<file path="config.mk">
export PLATFORM = sky130hd
export DESIGN_NAME = pipe_ma_stage_flat
export DESIGN_NICKNAME = d
export VERILOG_FILES = /design/src/rtl/pipe_pkg.sv /design/src/rtl/pipe_ma_stage_if.sv /design/src/rtl/ma_lane_align.sv /design/src/rtl/pipe_ma_stage.sv /design/src/flat_wrapper.sv
export SDC_FILE = /design/constraint.sdc
export NUM_CORES = 1
export LEC_CHECK = 0
export ABC_AREA = 1
export CORE_AREA = 2 2 136 138
export CTS_CLUSTER_DIAMETER = 50
export DETAILED_ROUTE_END_ITERATION = 8
export DIE_AREA = 0 0 138 140
export GPL_ROUTABILITY_DRIVEN = 0
export GPL_TIMING_DRIVEN = 0
export PLACE_DENSITY = 0.76
export RECOVER_POWER = 25
export SYNTH_ARGS = -nofsm -noshare
export SYNTH_HDL_FRONTEND = slang
export SYNTH_SLANG_ARGS = --single-unit
</file>
<file path="constraint.sdc">
create_clock -name clk -period 4.1 [get_ports clk]
set_input_delay 0.41 -clock clk [delete_from_list [all_inputs] [get_ports clk]]
set_output_delay 0.41 -clock clk [all_outputs]
set_load 0.01 [all_outputs]
</file>
<file path="src/rtl/pipe_pkg.sv">
// Shared definitions for the memory-access pipeline stage.
//   LEN_B/H/W/D : access size encodings carried on up_len.
//   ma_state_t  : control state of pipe_ma_stage.
//   misaligned(): true when the byte offset is not a multiple of the size.
package pipe_pkg;

  localparam logic [1:0] LEN_B = 2'd0;
  localparam logic [1:0] LEN_H = 2'd1;
  localparam logic [1:0] LEN_W = 2'd2;
  localparam logic [1:0] LEN_D = 2'd3;

  typedef enum logic [1:0] {
    IDLE = 2'd0,
    MEM  = 2'd1,
    HOLD = 2'd2
  } ma_state_t;

  // For LEN_D, (1 << 3) wraps to 0 in three bits, so the mask becomes 3'b111.
  function automatic logic misaligned(input logic [1:0] len, input logic [2:0] off);
    logic [2:0] m;
    m = (3'd1 << len) - 3'd1;
    return (off & m) != 3'd0;
  endfunction

endpackage

</file>
<file path="src/rtl/pipe_ma_stage_if.sv">
// Memory bus between pipe_ma_stage and the data memory.
//   master (stage) : drives mem_req/mem_we/mem_addr/mem_wdata/mem_be,
//                    receives mem_gnt/mem_rvalid/mem_rdata.
//   slave (memory) : the reverse directions.
interface pipe_ma_stage_if #(
  parameter int MADDR_L = 32,
  parameter int DATA_L  = 32
) ();

  logic                  mem_req;
  logic                  mem_we;
  logic [MADDR_L-1:0]    mem_addr;
  logic [DATA_L-1:0]     mem_wdata;
  logic [DATA_L/8-1:0]   mem_be;
  logic                  mem_gnt;
  logic                  mem_rvalid;
  logic [DATA_L-1:0]     mem_rdata;

  modport master (
    output mem_req, mem_we, mem_addr, mem_wdata, mem_be,
    input  mem_gnt, mem_rvalid, mem_rdata
  );

  modport slave (
    input  mem_req, mem_we, mem_addr, mem_wdata, mem_be,
    output mem_gnt, mem_rvalid, mem_rdata
  );

endinterface

</file>
<file path="src/rtl/ma_lane_align.sv">
// Combinational byte-lane steering for the memory-access stage.
//   len/off   : access size and byte offset inside the bus word.
//   uns       : zero-extend (1) or sign-extend (0) load data.
//   wdata     : right-aligned store data -> wdata_rep, replicated on all lanes.
//   rdata     : full-width read data     -> rdata_ext, selected lane extended.
//   be        : byte enables, 2^len ones starting at bit off.
module ma_lane_align
  import pipe_pkg::*;
#(
  parameter int DATA_L = 32
) (
  input  logic [1:0]                  len,
  input  logic [$clog2(DATA_L/8)-1:0] off,
  input  logic                        uns,
  input  logic [DATA_L-1:0]           wdata,
  input  logic [DATA_L-1:0]           rdata,
  output logic [DATA_L/8-1:0]         be,
  output logic [DATA_L-1:0]           wdata_rep,
  output logic [DATA_L-1:0]           rdata_ext
);

  localparam int NB = DATA_L / 8;

  logic [NB-1:0]      mask;
  logic [DATA_L-1:0]  rshift;
  logic signed [7:0]  lane_b;
  logic signed [15:0] lane_h;
  logic signed [31:0] lane_w;

  // Bring the addressed lane down to bit 0 before extension.
  assign rshift = rdata >> {off, 3'b000};
  assign lane_b = rshift[7:0];
  assign lane_h = rshift[15:0];
  assign lane_w = rshift[31:0];

  always_comb begin
    mask      = '1;
    wdata_rep = wdata;
    rdata_ext = rshift;
    case (len)
      LEN_B: begin
        mask      = NB'(1);
        wdata_rep = {NB{wdata[7:0]}};
        rdata_ext = uns ? DATA_L'(rshift[7:0]) : DATA_L'(lane_b);
      end
      LEN_H: begin
        mask      = NB'(3);
        wdata_rep = {(NB/2){wdata[15:0]}};
        rdata_ext = uns ? DATA_L'(rshift[15:0]) : DATA_L'(lane_h);
      end
      LEN_W: begin
        mask      = NB'(15);
        wdata_rep = {(NB/4){wdata[31:0]}};
        rdata_ext = uns ? DATA_L'(rshift[31:0]) : DATA_L'(lane_w);
      end
      default: begin
        // Full-width dword access: only reachable legally with DATA_L=64.
        mask      = '1;
        wdata_rep = wdata;
        rdata_ext = rshift;
      end
    endcase
  end

  assign be = mask << off;

endmodule

</file>
<file path="src/rtl/pipe_ma_stage.sv">
// Memory-access pipeline stage: accepts one op from upstream, performs at
// most one memory transaction for it, and holds the writeback result until
// downstream takes it.
//   clk, rst            : clock, asynchronous active-high reset.
//   up_*                : upstream op (valid/ready handshake).
//   down_valid/ready    : downstream result handshake.
//   wb_e/wb_idx/wb_data : writeback enable, register index and data.
//   fault               : misaligned or illegal access.
//   mem                 : memory bus (master side).
module pipe_ma_stage
  import pipe_pkg::*;
#(
  parameter int MADDR_L = 32,
  parameter int DATA_L  = 32
) (
  input  logic                 clk,
  input  logic                 rst,
  input  logic                 up_valid,
  output logic                 up_ready,
  input  logic                 up_re,
  input  logic                 up_we,
  input  logic [1:0]           up_len,
  input  logic                 up_uns,
  input  logic [4:0]           up_rd,
  input  logic                 up_wb_e,
  input  logic [MADDR_L-1:0]   up_addr,
  input  logic [DATA_L-1:0]    up_wdata,
  output logic                 down_valid,
  input  logic                 down_ready,
  output logic                 wb_e,
  output logic [4:0]           wb_idx,
  output logic [DATA_L-1:0]    wb_data,
  output logic                 fault,
  pipe_ma_stage_if.master      mem
);

  localparam int NB    = DATA_L / 8;
  localparam int OFF_W = $clog2(NB);

  ma_state_t           state;
  logic                up_ready_q;
  logic                down_valid_q;
  logic                wb_e_q;
  logic [4:0]          wb_idx_q;
  logic [DATA_L-1:0]   wb_data_q;
  logic                fault_q;
  logic                mem_req_q;
  logic                mem_we_q;
  logic [MADDR_L-1:0]  mem_addr_q;
  logic [DATA_L-1:0]   mem_wdata_q;
  logic [NB-1:0]       mem_be_q;
  logic                gnt_seen;

  // Op fields kept for the MEM state.
  logic                op_we;
  logic [1:0]          op_len;
  logic                op_uns;
  logic [OFF_W-1:0]    op_off;

  logic                is_mem;
  logic                up_fault;
  logic                accept;
  logic                gnt_now;
  logic [1:0]          lane_len;
  logic [OFF_W-1:0]    lane_off;
  logic                lane_uns;
  logic [NB-1:0]       lane_be;
  logic [DATA_L-1:0]   lane_wdata;
  logic [DATA_L-1:0]   lane_rdata;

  assign is_mem   = up_re | up_we;
  assign up_fault = is_mem &&
                    ((up_re && up_we) ||
                     (up_len == LEN_D && DATA_L == 32) ||
                     misaligned(up_len, 3'(up_addr[OFF_W-1:0])));
  assign accept   = (state == IDLE) && up_ready_q && up_valid;
  // A grant counts only while the request is still outstanding.
  assign gnt_now  = mem_req_q && mem.mem_gnt;

  // One aligner serves both directions: in IDLE it sees the incoming op to
  // build byte enables and store data; afterwards it sees the captured op to
  // extract load data.
  assign lane_len = (state == IDLE) ? up_len : op_len;
  assign lane_off = (state == IDLE) ? up_addr[OFF_W-1:0] : op_off;
  assign lane_uns = (state == IDLE) ? up_uns : op_uns;

  ma_lane_align #(.DATA_L(DATA_L)) u_align (
    .len       (lane_len),
    .off       (lane_off),
    .uns       (lane_uns),
    .wdata     (up_wdata),
    .rdata     (mem.mem_rdata),
    .be        (lane_be),
    .wdata_rep (lane_wdata),
    .rdata_ext (lane_rdata)
  );

  always_ff @(posedge clk or posedge rst) begin
    if (rst) begin
      state        <= IDLE;
      up_ready_q   <= 1'b0;
      down_valid_q <= 1'b0;
      wb_e_q       <= 1'b0;
      wb_idx_q     <= '0;
      wb_data_q    <= '0;
      fault_q      <= 1'b0;
      mem_req_q    <= 1'b0;
      mem_we_q     <= 1'b0;
      mem_addr_q   <= '0;
      mem_wdata_q  <= '0;
      mem_be_q     <= '0;
      gnt_seen     <= 1'b0;
      op_we        <= 1'b0;
      op_len       <= LEN_B;
      op_uns       <= 1'b0;
      op_off       <= '0;
    end else begin
      case (state)
        // Accept boundary: capture the op and decide MEM or HOLD.
        IDLE: begin
          up_ready_q <= 1'b1;
          if (accept) begin
            up_ready_q <= 1'b0;
            wb_idx_q   <= up_rd;
            op_we      <= up_we;
            op_len     <= up_len;
            op_uns     <= up_uns;
            op_off     <= up_addr[OFF_W-1:0];
            if (up_fault) begin
              fault_q      <= 1'b1;
              wb_e_q       <= 1'b0;
              wb_data_q    <= '0;
              down_valid_q <= 1'b1;
              state        <= HOLD;
            end else if (is_mem) begin
              mem_req_q   <= 1'b1;
              mem_we_q    <= up_we;
              mem_addr_q  <= {up_addr[MADDR_L-1:OFF_W], OFF_W'(0)};
              mem_wdata_q <= lane_wdata;
              mem_be_q    <= lane_be;
              gnt_seen    <= 1'b0;
              state       <= MEM;
            end else begin
              wb_e_q       <= up_wb_e;
              wb_data_q    <= DATA_L'(up_addr);
              down_valid_q <= 1'b1;
              state        <= HOLD;
            end
          end
        end

        // Memory boundary: request until granted, loads also wait for data.
        MEM: begin
          if (gnt_now) begin
            mem_req_q <= 1'b0;
            gnt_seen  <= 1'b1;
          end
          if (op_we) begin
            if (gnt_now) begin
              wb_e_q       <= 1'b0;
              down_valid_q <= 1'b1;
              state        <= HOLD;
            end
          end else if ((gnt_now || gnt_seen) && mem.mem_rvalid) begin
            mem_req_q    <= 1'b0;
            wb_e_q       <= 1'b1;
            wb_data_q    <= lane_rdata;
            down_valid_q <= 1'b1;
            state        <= HOLD;
          end
        end

        // Result boundary: hold until downstream accepts.
        HOLD: begin
          if (down_ready) begin
            down_valid_q <= 1'b0;
            wb_e_q       <= 1'b0;
            fault_q      <= 1'b0;
            up_ready_q   <= 1'b1;
            state        <= IDLE;
          end
        end

        default: begin
          state        <= IDLE;
          mem_req_q    <= 1'b0;
          down_valid_q <= 1'b0;
          wb_e_q       <= 1'b0;
          fault_q      <= 1'b0;
          up_ready_q   <= 1'b0;
        end
      endcase
    end
  end

  assign up_ready      = up_ready_q;
  assign down_valid    = down_valid_q;
  assign wb_e          = wb_e_q;
  assign wb_idx        = wb_idx_q;
  assign wb_data       = wb_data_q;
  assign fault         = fault_q;
  assign mem.mem_req   = mem_req_q;
  assign mem.mem_we    = mem_we_q;
  assign mem.mem_addr  = mem_addr_q;
  assign mem.mem_wdata = mem_wdata_q;
  assign mem.mem_be    = mem_be_q;

endmodule

</file>
<file path="src/flat_wrapper.sv">
// flat-port wrapper written by rule: the top's interface ports become plain ports
module pipe_ma_stage_flat import pipe_pkg::*;
#(
  parameter int MADDR_L = 32,
  parameter int DATA_L  = 32
)
  (clk, rst, up_valid, up_ready, up_re, up_we, up_len, up_uns, up_rd, up_wb_e, up_addr, up_wdata, down_valid, down_ready, wb_e, wb_idx, wb_data, fault, mem_mem_req, mem_mem_we, mem_mem_addr, mem_mem_wdata, mem_mem_be, mem_mem_gnt, mem_mem_rvalid, mem_mem_rdata);
  pipe_ma_stage_if #(.MADDR_L(MADDR_L), .DATA_L(DATA_L)) mem_i ();
  input  logic clk;
  input  logic rst;
  input  logic up_valid;
  output logic up_ready;
  input  logic up_re;
  input  logic up_we;
  input  logic [1:0] up_len;
  input  logic up_uns;
  input  logic [4:0] up_rd;
  input  logic up_wb_e;
  input  logic [MADDR_L-1:0] up_addr;
  input  logic [DATA_L-1:0] up_wdata;
  output logic down_valid;
  input  logic down_ready;
  output logic wb_e;
  output logic [4:0] wb_idx;
  output logic [DATA_L-1:0] wb_data;
  output logic fault;
  output wire logic [$bits(mem_i.mem_req)-1:0] mem_mem_req;
  output wire logic [$bits(mem_i.mem_we)-1:0] mem_mem_we;
  output wire logic [$bits(mem_i.mem_addr)-1:0] mem_mem_addr;
  output wire logic [$bits(mem_i.mem_wdata)-1:0] mem_mem_wdata;
  output wire logic [$bits(mem_i.mem_be)-1:0] mem_mem_be;
  input wire logic [$bits(mem_i.mem_gnt)-1:0] mem_mem_gnt;
  input wire logic [$bits(mem_i.mem_rvalid)-1:0] mem_mem_rvalid;
  input wire logic [$bits(mem_i.mem_rdata)-1:0] mem_mem_rdata;
  assign mem_mem_req = mem_i.mem_req;
  assign mem_mem_we = mem_i.mem_we;
  assign mem_mem_addr = mem_i.mem_addr;
  assign mem_mem_wdata = mem_i.mem_wdata;
  assign mem_mem_be = mem_i.mem_be;
  assign mem_i.mem_gnt = mem_mem_gnt;
  assign mem_i.mem_rvalid = mem_mem_rvalid;
  assign mem_i.mem_rdata = mem_mem_rdata;
  pipe_ma_stage #(.MADDR_L(MADDR_L), .DATA_L(DATA_L)) u_core (.clk(clk), .rst(rst), .up_valid(up_valid), .up_ready(up_ready), .up_re(up_re), .up_we(up_we), .up_len(up_len), .up_uns(up_uns), .up_rd(up_rd), .up_wb_e(up_wb_e), .up_addr(up_addr), .up_wdata(up_wdata), .down_valid(down_valid), .down_ready(down_ready), .wb_e(wb_e), .wb_idx(wb_idx), .wb_data(wb_data), .fault(fault), .mem(mem_i));
endmodule
</file>
==> impl_results.md, run 1 <==
- Antenna violations before repair: 0
- Post-synthesis sequential area ratio: 48.1%
- Initial DRT Pass Iterations: 5
- Setup CP Type: primary input to flop
- Final wirelength: 22900 µm
- Clk Latency, worst-skew pair: 0.42 ns
- HP Class: flop to flop
- Commonest non-fill, non-tap cell in the layout: nand2_1
- Ys async rst share: 100%
- Cells after Synth: 860
- Largest net degree at the start of global routing: 81
- Worst reg2reg endpoint: u_core.mem.mem_addr[11]
- Post-synth EDFFs: 0
- Final period util: 56.4%
- DIE WIDTH: 138 µm
- CTS root buf: clkbuf_16
- Outcome: finished, violations left
- GRT overflow: 0
- Syn-to-layout area delta: 52.0%
- H-tree Lvls: 4
- Max_slew headroom: -22.2%
- Vias per std cell: 5.04
- First-pass GRT wire length: 35600 µm
- Hold_buf cts: 0
- Core Box Area: 0.0178 mm²
- Yosys Warn Count: 0
- Fin. Hold Viols: 0
- Crit start category: primary input
- # rows: 49
- PostCTS Resize Cnt: 0
- Slew at the pin closest to its max-slew limit: 1.82 ns
- CP arrival: 2.66 ns
- Critical Path RT: 4.45 ns
- R2R depth: 9
- Detailed placement HPWL: 17300 µm
- Total track usage: 23.6%
- Yosys top cell by area: dfrtp_1
- Clock transition at the registers of the reported paths: 0.05 ns
- Nets: 1215
- Critical path fanouts, max: 10
- Skew final: 0.00956 ns
- Sinks on the clock net: 118
- CP Capture Type: flop
- Fmax: 0.433 GHz
- RSZ-0062 raised after global routing: no
- Max-slew violations: 39
- Ports: 224
- P_leak: 0.00443 µW
- Layout cell share with drive strength beyond 1: 6.28%
- Final setup violation count: 0
- R2R setup slack: 1.84 ns
- Pwr dens: 767 mW/mm²
- Failing checks: max-capacitance violations, max-slew violations
- Via Count: 6766
- CP Launch Point: up_addr[0]
- Commonest non-fill, non-tap cells in the layout: nand2_1 (371), clkdlybuf4s50_1 (220), dfrtp_1 (118)
- Final critical-path required period: 2.31 ns
- Worst hold margin: 0.465 ns
- CTS max path bufs: 2
- Average wire per standard cell: 17.1 µm
- Post-route antenna net violation count: 0
- Mapped cell area: 0.00614 mm²
- Vias in the first global route: 6484
- Power Total: 7160 µW
- Synth top area cells: dfrtp_1 (48%), nand2_1 (23%), nand3_1 (9.0%)
- N_diodes: 0
- Port-buffer cells: 221
- Die Y: 140 µm
- Peak VDD IR: 324 µV
- Yosys cell types: 22
- FF+latch count, synth: 118
- DRC violation count after routing: 0
- Synth top area share: 48.1%
- Die ar.: 0.0193 mm²
- Max Cap Viol: 1
- Post-CTS Repair Setup Buffers: 0
- CTS tree: done
- Main flop type after synthesis: dfrtp_1
- DRT iter0 DRCs: 708
- Worst r2r src: u_core.state[0]
- Starting Density: 34.5%
- CTS buffer count: 17
- Synthesized area per cell: 7.13 µm²
- Critical Path End: u_core.mem.mem_addr[11]
==> worst min path at each step <==
stage / end / slack (ns) / startpoint / cells past startpoint
after detailed placement: u_core.mem.mem_wdata[21] / 0.46 / u_core.mem.mem_wdata[21] / 2
final: u_core.mem.mem_wdata[17] / 0.47 / u_core.mem.mem_wdata[17] / 2
after floorplan: u_core.gnt_seen / 0.45 / u_core.gnt_seen / 2
after CTS: u_core.mem.mem_addr[30] / 0.39 / rst / 2
after global routing: u_core.mem.mem_addr[21] / 0.49 / u_core.mem.mem_addr[21] / 2
after global placement: u_core.mem.mem_addr[31] / 0.45 / u_core.mem.mem_addr[31] / 2
==> synthesized netlist by cell type (2+ instances only) <==
cell type	n
nand2_1	371
dfrtp_1	118
nand3_1	110
o21ai_0	53
nor2_1	47
a21oi_1	37
inv_1	32
clkbuf_1	26
buf_2	18
o21a_1	12
nand2_2	7
inv_2	6
nand4_1	5
o21ai_1	5
buf_4	3
nand3_2	2
nand3b_1	2
nor2_2	2
==> layout make-up <==
type | count | area, µm²
Tap cell | 229 | 287
Multi-Input combinational cell | 657 | 2830
Inverter | 39 | 148
Sequential cell | 118 | 2950
Timing Repair Buffer | 222 | 2240
Buffer | 47 | 210
Clock buffer | 23 | 488
Fill cell | 1708 | 8460
Clock inverter | 8 | 169
==> metrics by stage <==
step | TNS (ns) | setup slack, ns | instance area, µm² | util (%) | std cells
after floorplan | 0 | 0.561 | 6140 | - | 861
after global placement | -151.80 | -1.30 | 8640 | 48.6 | 1311
after detailed placement | 0 | 1.36 | 8670 | 48.8 | 1312
after CTS | 0 | 1.79 | 9330 | 52.5 | 1343
after global routing | 0 | 1.58 | 9320 | 52.4 | 1343
final | 0 | 1.79 | 9320 | 52.4 | 1343
==> metal layers <==
metal,up-vias,part of all wire (%),track usage [%]
met4,0,3.3,9.83
met3,47,8.0,5.13
met1,3089,43,31.6
met2,374,45,37.2
met5,-,0,0
li1,3256,-,-
==> cell families (layout without fill, tap and decap cells) <==
group | count (synthesis) | count (layout) | synth area share, %
other | 1 | 2 | 0.0611
and+or+nand+nor | 547 | 547 | 36.6
DFF | 118 | 118 | 48.1
AOI/OAI and AO/OA | 108 | 108 | 9.36
buffers and inverters | 86 | 339 | 5.81
==> flip-flops by register name, summed over array words and instances (netlist names), 2 cells and up <==
| signal | cells |
|---|---|
| u_core.mem.mem_addr | 30 |
| u_core.op_off | 2 |
| u_core.op_len | 2 |
| u_core.wb_idx | 5 |
| u_core.state | 2 |
| u_core.mem.mem_be | 4 |
| u_core.mem.mem_wdata | 32 |
| u_core.wb_data | 32 |
==> power breakdown <==
group / switching (µW) / internal (µW)
clock network: 516 / 1140
logic: 2020 / 1520
registers: 287 / 1670
total: 2830 / 4330
==> critical path, stage by stage <==
cell and delay [ns]:
clkdlybuf4s50_1 0.50, o21ai_0 0.29, nand4_1 0.19, nor2_1 0.33, buf_2 0.37, buf_2 0.37, nand2_1 0.11, nand2_1 0.08
Note: power is estimated with default switching activity, not from simulation.
==> run 2: changes to the inputs <==
==> constraint.sdc (replaced) <==
create_clock -name clk -period 2.3 [get_ports clk]
set_input_delay 0.23 -clock clk [delete_from_list [all_inputs] [get_ports clk]]
set_output_delay 0.23 -clock clk [all_outputs]
set_load 0.01 [all_outputs]
==> run 2 against run 1 <==
The flow now finishes without violations. Final area is 0.11% higher. Sequential cell count did not move. First-iteration DRC count down 4.2%. Hold slack worse by 0.13 ns. Sequential power grew 78%. Critical path depth up 3. Final cell count rose by 0.22%. Non-clock buffer count increased by 2. Worst setup slack lost 1.6 ns. Die area is the same. Critical path type is now flop to flop.
==> impl_results.md, run 2 (synthesis results as in run 1) <==
- Outcome: completed
- CTS max path bufs: 2
- # rows: 49
- Max-slew violations: 0
- DIE WIDTH: 138 µm
- Worst r2r src: u_core.state[1]
- CTS buffer count: 17
- DRT iter0 DRCs: 678
- Sequential Area: 0.00295 mm²
- CP arrival: 2.47 ns
- R2R setup slack: 0.19 ns
- Critical path's slowest cell: dfrtp_1
- R2R depth: 11
- Total negative slack: 0 ns
- CP top delay family: simple AND/OR/NAND/NOR gates
- Ports: 224
- Net Sw Power: 5090 µW
- CP peak stage delay: 0.45 ns
- Commonest non-fill, non-tap cell in the layout: nand2_1
- Clock transition at the registers of the reported paths: 0.06 ns
- Die ar.: 0.0193 mm²
- Area taken by multi-input logic gates: 0.00283 mm²
- Setup CP Type: flop to flop
- Fmax: 0.474 GHz
- CTS tree: done
- Port-buffer cells: 221
- Final wirelength: 22600 µm
- Minimum setup slack after placement: -0.149 ns
- Final setup violation count: 0
- DRC violation count after routing: 0
- HP Start: up_rd[1]
- Die Y: 140 µm
- CTS root buf: clkbuf_16
- Nets: 1217
- Antenna violations before repair: 0
- Total track usage: 23.3%
- Comb pwr share: 49.6%
- Most used cell, CP: nand2_1
- Pwr dens: 1370 mW/mm²
- Power Total: 12700 µW
- Worst Hold End: u_core.wb_idx[1]
- Worst reg2reg endpoint: u_core.wb_data[22]
- GRT overflow: 0
- RSZ-0062 raised after global routing: no
- Hold Crit Depth: 3
- Core Box Area: 0.0178 mm²
- Slew at the pin closest to its max-slew limit: 0.907 ns
- Post-route antenna net violation count: 0
- P_leak: 0.00443 µW
- Filler cells: 1676
- First-pass GRT wire length: 35300 µm
- Via Count: 6755
- Average wire per standard cell: 16.8 µm
- Int Pwr: 7650 µW
- Vias in the first global route: 6475
- Clock Power Share: 23.1%
- Worst path depth: 11
- Peak VDD IR: 571 µV
- Sequential power share: 27.3%
- Critical path fanouts, max: 10
- Post-CTS Repair Setup Buffers: 0
- Fin util: 52.5%
- Crit start category: flop
- Layout cell share with drive strength beyond 1: 6.89%
- Final Worst Setup Slack: 0.189 ns
- Skew final: 0.0105 ns
- Critical Path RT: 2.66 ns
- Vias per std cell: 5.02
- Largest net degree at the start of global routing: 37
- Fin. Hold Viols: 0
- H-tree Lvls: 4
- Commonest non-fill, non-tap cells in the layout: nand2_1 (371), clkdlybuf4s50_1 (220), dfrtp_1 (118)
- Starting Density: 34.5%
- Syn-to-layout area delta: 52.1%
- HP Class: primary input to flop
- Max_slew headroom: 39.2%
- Clk Latency, worst-skew pair: 0.42 ns
- Detailed placement HPWL: 17600 µm
- CP Cell Sequence: nor2_2, buf_4, nand2_1, nand2_1, nand2_1, nor2_1, nand3_2, buf_2, nand3_1, nand2_1, nand2_1
- Max Cap Viol: 0
- CP Capture Type: flop
- Hold_buf cts: 0
- Sinks on the clock net: 118
- N_diodes: 0
- Final critical-path required period: 2.11 ns
- Initial DRT Pass Iterations: 5
- WP buf/inv: 2
- Switching Share: 40.0%
- Final period util: 91.8%
==> run 2: metrics by stage <==
| step | instances | cell area [µm²] | hold WS [ns] |
|---|---|---|---|
| floorplan | 861 | 6140 | 0.340 |
| global placement | 1311 | 8640 | 0.454 |
| detailed placement | 1314 | 8700 | 0.457 |
| CTS | 1346 | 9360 | 0.192 |
| global route | 1346 | 9330 | 0.355 |
| finish | 1346 | 9330 | 0.334 |
==> run 2: power by group through the flow <==
stage          clock network (µW)  logic (µW)  registers [µW]
2_1_floorplan                   0        2930            3850
3_3_place_gp                    0        6140            3480
3_5_place_dp                    0        6260            3510
4_1_cts                      2980        6290            3480
5_1_grt                      3080        6930            3590
6_report                     2940        6320            3490
==> run 2: how the worst max path moves through the flow <==
| stage | from | endpoint | slack (ns) |
|---|---|---|---|
| 3_5_place_dp | up_addr[0] | u_core.mem.mem_wdata[16] | -0.15 |
| 4_1_cts | u_core.state[1] | u_core.mem.mem_wdata[16] | 0.15 |
| 3_3_place_gp | rst | u_core.wb_idx[2] | -0.57 |
| 6_report | u_core.state[1] | u_core.wb_data[22] | 0.19 |
| 5_1_grt | u_core.state[0] | u_core.wb_data[0] | 0.02 |
| 2_1_floorplan | rst | u_core.down_valid | 0.63 |
==> run 2: layout make-up <==
class / count / share of cell area (%)
sequential: 118 / 31.6
multi-input combinational: 657 / 30.3
timing repair buffer: 224 / 24.0
clock buffer: 22 / 5.29
tap: 229 / 3.07
buffer: 47 / 2.27
clock inverter: 10 / 1.78
inverter: 39 / 1.58
==> run 2: timing repair <==
item                                   in CTS  in global routing
setup endpoints to repair                   0                 12
endpoints found under the hold margin       0                  0
resized for setup                           0                  3
==> run 2: layer usage <==
layer / GRT usage [%] / vias up / routed length (µm)
met2: 37.7 / 325 / 10400
met5: 0 / - / 0
li1: - / 3251 / -
met4: 8.00 / 0 / 603
met1: 31.2 / 3142 / 9940
met3: 5.16 / 37 / 1620
==> run 2: worst reg2reg max path, delay by kind of cell (launching register included) <==
family | cells | cell delay [ns]
DFF | 1 | 0.45
and+or+nand+nor | 9 | 1.13
buffers and inverters | 2 | 0.46
==> run 3: changes to the inputs <==
--- a/config.mk
+++ b/config.mk
@@ -6,14 +6,15 @@
 export NUM_CORES = 1
 export LEC_CHECK = 0
 export ABC_AREA = 1
-export CORE_AREA = 2 2 136 138
+export CORE_AREA = 2 2 120 122
 export CTS_CLUSTER_DIAMETER = 50
 export DETAILED_ROUTE_END_ITERATION = 8
-export DIE_AREA = 0 0 138 140
+export DIE_AREA = 0 0 122 124
 export GPL_ROUTABILITY_DRIVEN = 0
 export GPL_TIMING_DRIVEN = 0
-export PLACE_DENSITY = 0.76
+export PLACE_DENSITY = 0.92
 export RECOVER_POWER = 25
+export SLEW_MARGIN = 0
 export SYNTH_ARGS = -nofsm -noshare
 export SYNTH_HDL_FRONTEND = slang
 export SYNTH_SLANG_ARGS = --single-unit
==> run 3 against run 2 <==
First-iteration DRC count up 22%. Clock skew down 0.0056 ns. Core utilization up 14 points. Critical path depth down 2. Hold slack worse by 0.10 ns. Largest cell class unchanged.
==> impl_results.md, run 3 (synthesis results as in run 1) <==
- Clock Power Share: 19.2%
- CP Cell Sequence: inv_2, nand2_2, nor2_1, nand4_1, nor2_1, buf_2, buf_2, nand2_1, nand2_1
- CTS buffer count: 17
- Syn-to-layout area delta: 48.8%
- Initial DRT Pass Iterations: 6
- Slew at the pin closest to its max-slew limit: 0.923 ns
- Sequential power share: 28.8%
- P_leak: 0.00437 µW
- Nets: 1217
- Filler cells: 1099
- CTS root buf: clkbuf_16
- Die ar.: 0.0151 mm²
- CP peak stage delay: 0.46 ns
- Switching Share: 41.2%
- Pwr dens: 1330 mW/mm²
- RSZ-0062 raised after global routing: no
- CTS max path bufs: 2
- Sinks on the clock net: 118
- Final setup violation count: 0
- Max_slew headroom: 38.5%
- Crit start category: flop
- Fin util: 66.5%
- HP Class: primary input to async pin
- Post-route antenna net violation count: 0
- Vias in the first global route: 6583
- CP arrival: 2.57 ns
- Fin cells: 1295
- Core Box Area: 0.0137 mm²
- DRC violation count after routing: 0
- Layout cell share with drive strength beyond 1: 6.19%
- Max Cap Viol: 0
- Fmax: 0.451 GHz
- Clock transition at the registers of the reported paths: 0.05 ns
- # rows: 43
- Commonest non-fill, non-tap cells in the layout: nand2_1 (371), clkdlybuf4s50_1 (220), dfrtp_1 (118)
- Fin. Hold Viols: 0
- Peak VDD IR: 611 µV
- Clk Latency, worst-skew pair: 0.42 ns
- Comb pwr share: 52.0%
- Port-buffer cells: 221
- Setup CP Type: flop to flop
- Final period util: 96.4%
- Hold_buf cts: 0
- Detailed placement HPWL: 16600 µm
- Critical path fanouts, max: 10
- Max-slew violations: 0
- Final critical-path required period: 2.22 ns
- Starting Density: 44.7%
- Via Count: 7007
- DRT iter0 DRCs: 829
- Skew final: 0.00492 ns
- Net Sw Power: 5010 µW
- Antenna violations before repair: 1
- Post-CTS Repair Setup Buffers: 0
- Critical Path RT: 2.65 ns
- Final wirelength: 21700 µm
- Die Y: 124 µm
- Largest net degree at the start of global routing: 42
- CP Capture Type: flop
- GRT overflow: 0
- DIE WIDTH: 122 µm
- Dpl cells: 1265
- Commonest non-fill, non-tap cell in the layout: nand2_1
- Critical path's slowest cell: dfrtp_1
- Average wire per standard cell: 16.8 µm
- CTS tree: done
- Vias per std cell: 5.41
- Int Pwr: 7150 µW
- Total track usage: 28.9%
- Ports: 224
- H-tree Lvls: 4
- Outcome: completed
- PostCTS Resize Cnt: 0
- First-pass GRT wire length: 33300 µm
==> run 3: power groups by stage <==
| stage | clock (µW) | sequential, µW | combinational [µW] |
|---|---|---|---|
| after floorplan | 0 | 3850 | 2930 |
| after global placement | 0 | 3480 | 6040 |
| after detailed placement | 0 | 3510 | 6190 |
| after CTS | 2350 | 3490 | 6240 |
| after global routing | 2460 | 3580 | 6880 |
| final | 2340 | 3510 | 6320 |
==> run 3: routing by layer <==
layer	track usage (%)	vias up	wire [µm]
met2	47.3	481	10100
li1	-	3256	-
met3	6.41	71	2040
met4	12.8	0	819
met1	36.9	3199	8750
met5	0	-	0
==> run 3: critical path, delay by kind of cell, from the launching register on <==
kind          cells  cell delay (ns)
simple gates      6             0.96
buf+inv           3             0.72
flops             1             0.46
==> run 3: worst paths after layout <==
path | start | to | slack, ns | depth (start not counted)
hold reg to reg | u_core.mem.mem_addr[8] | u_core.mem.mem_addr[8] | 0.47 | 2
setup / recovery | u_core.state[1] | u_core.mem.mem_addr[10] | 0.08 | 9
min in group clk | up_rd[1] | u_core.wb_idx[1] | 0.35 | 3
setup reg to reg | u_core.state[1] | u_core.mem.mem_addr[10] | 0.08 | 9
hold / removal | rst | u_core.mem.mem_addr[24] | 0.23 | 2
max in group asynchronous | rst | u_core.wb_idx[1] | 0.36 | 4
==> run 3: stage by stage <==
stage | power (µW) | TNS, ns | cell area (µm²) | setup slack, ns | hold slack, ns
2_1_floorplan | 6780 | 0 | 6140 | 0.629 | 0.340
3_3_place_gp | 9520 | -56.61 | 8580 | -0.473 | 0.454
3_5_place_dp | 9700 | -1.58 | 8640 | -0.110 | 0.457
4_1_cts | 12100 | 0 | 9160 | 0.158 | 0.0901
5_1_grt | 12900 | 0 | 9130 | 0.0111 | 0.265
6_report | 12200 | 0 | 9130 | 0.0822 | 0.232
==> run 3: area by class of cell <==
cell class / count / area (µm²) / area share [%]
diodes: 1 / 2.50 / 0.0274
plain buffers: 47 / 210 / 2.30
clock buffers: 24 / 492 / 5.39
clock inverters: 5 / 25.0 / 0.274
inverters: 39 / 148 / 1.62
multi-input cells: 657 / 2830 / 31.0
flip-flops and latches: 118 / 2950 / 32.3
well taps: 180 / 225 / 2.47
repair buffers: 224 / 2240 / 24.6
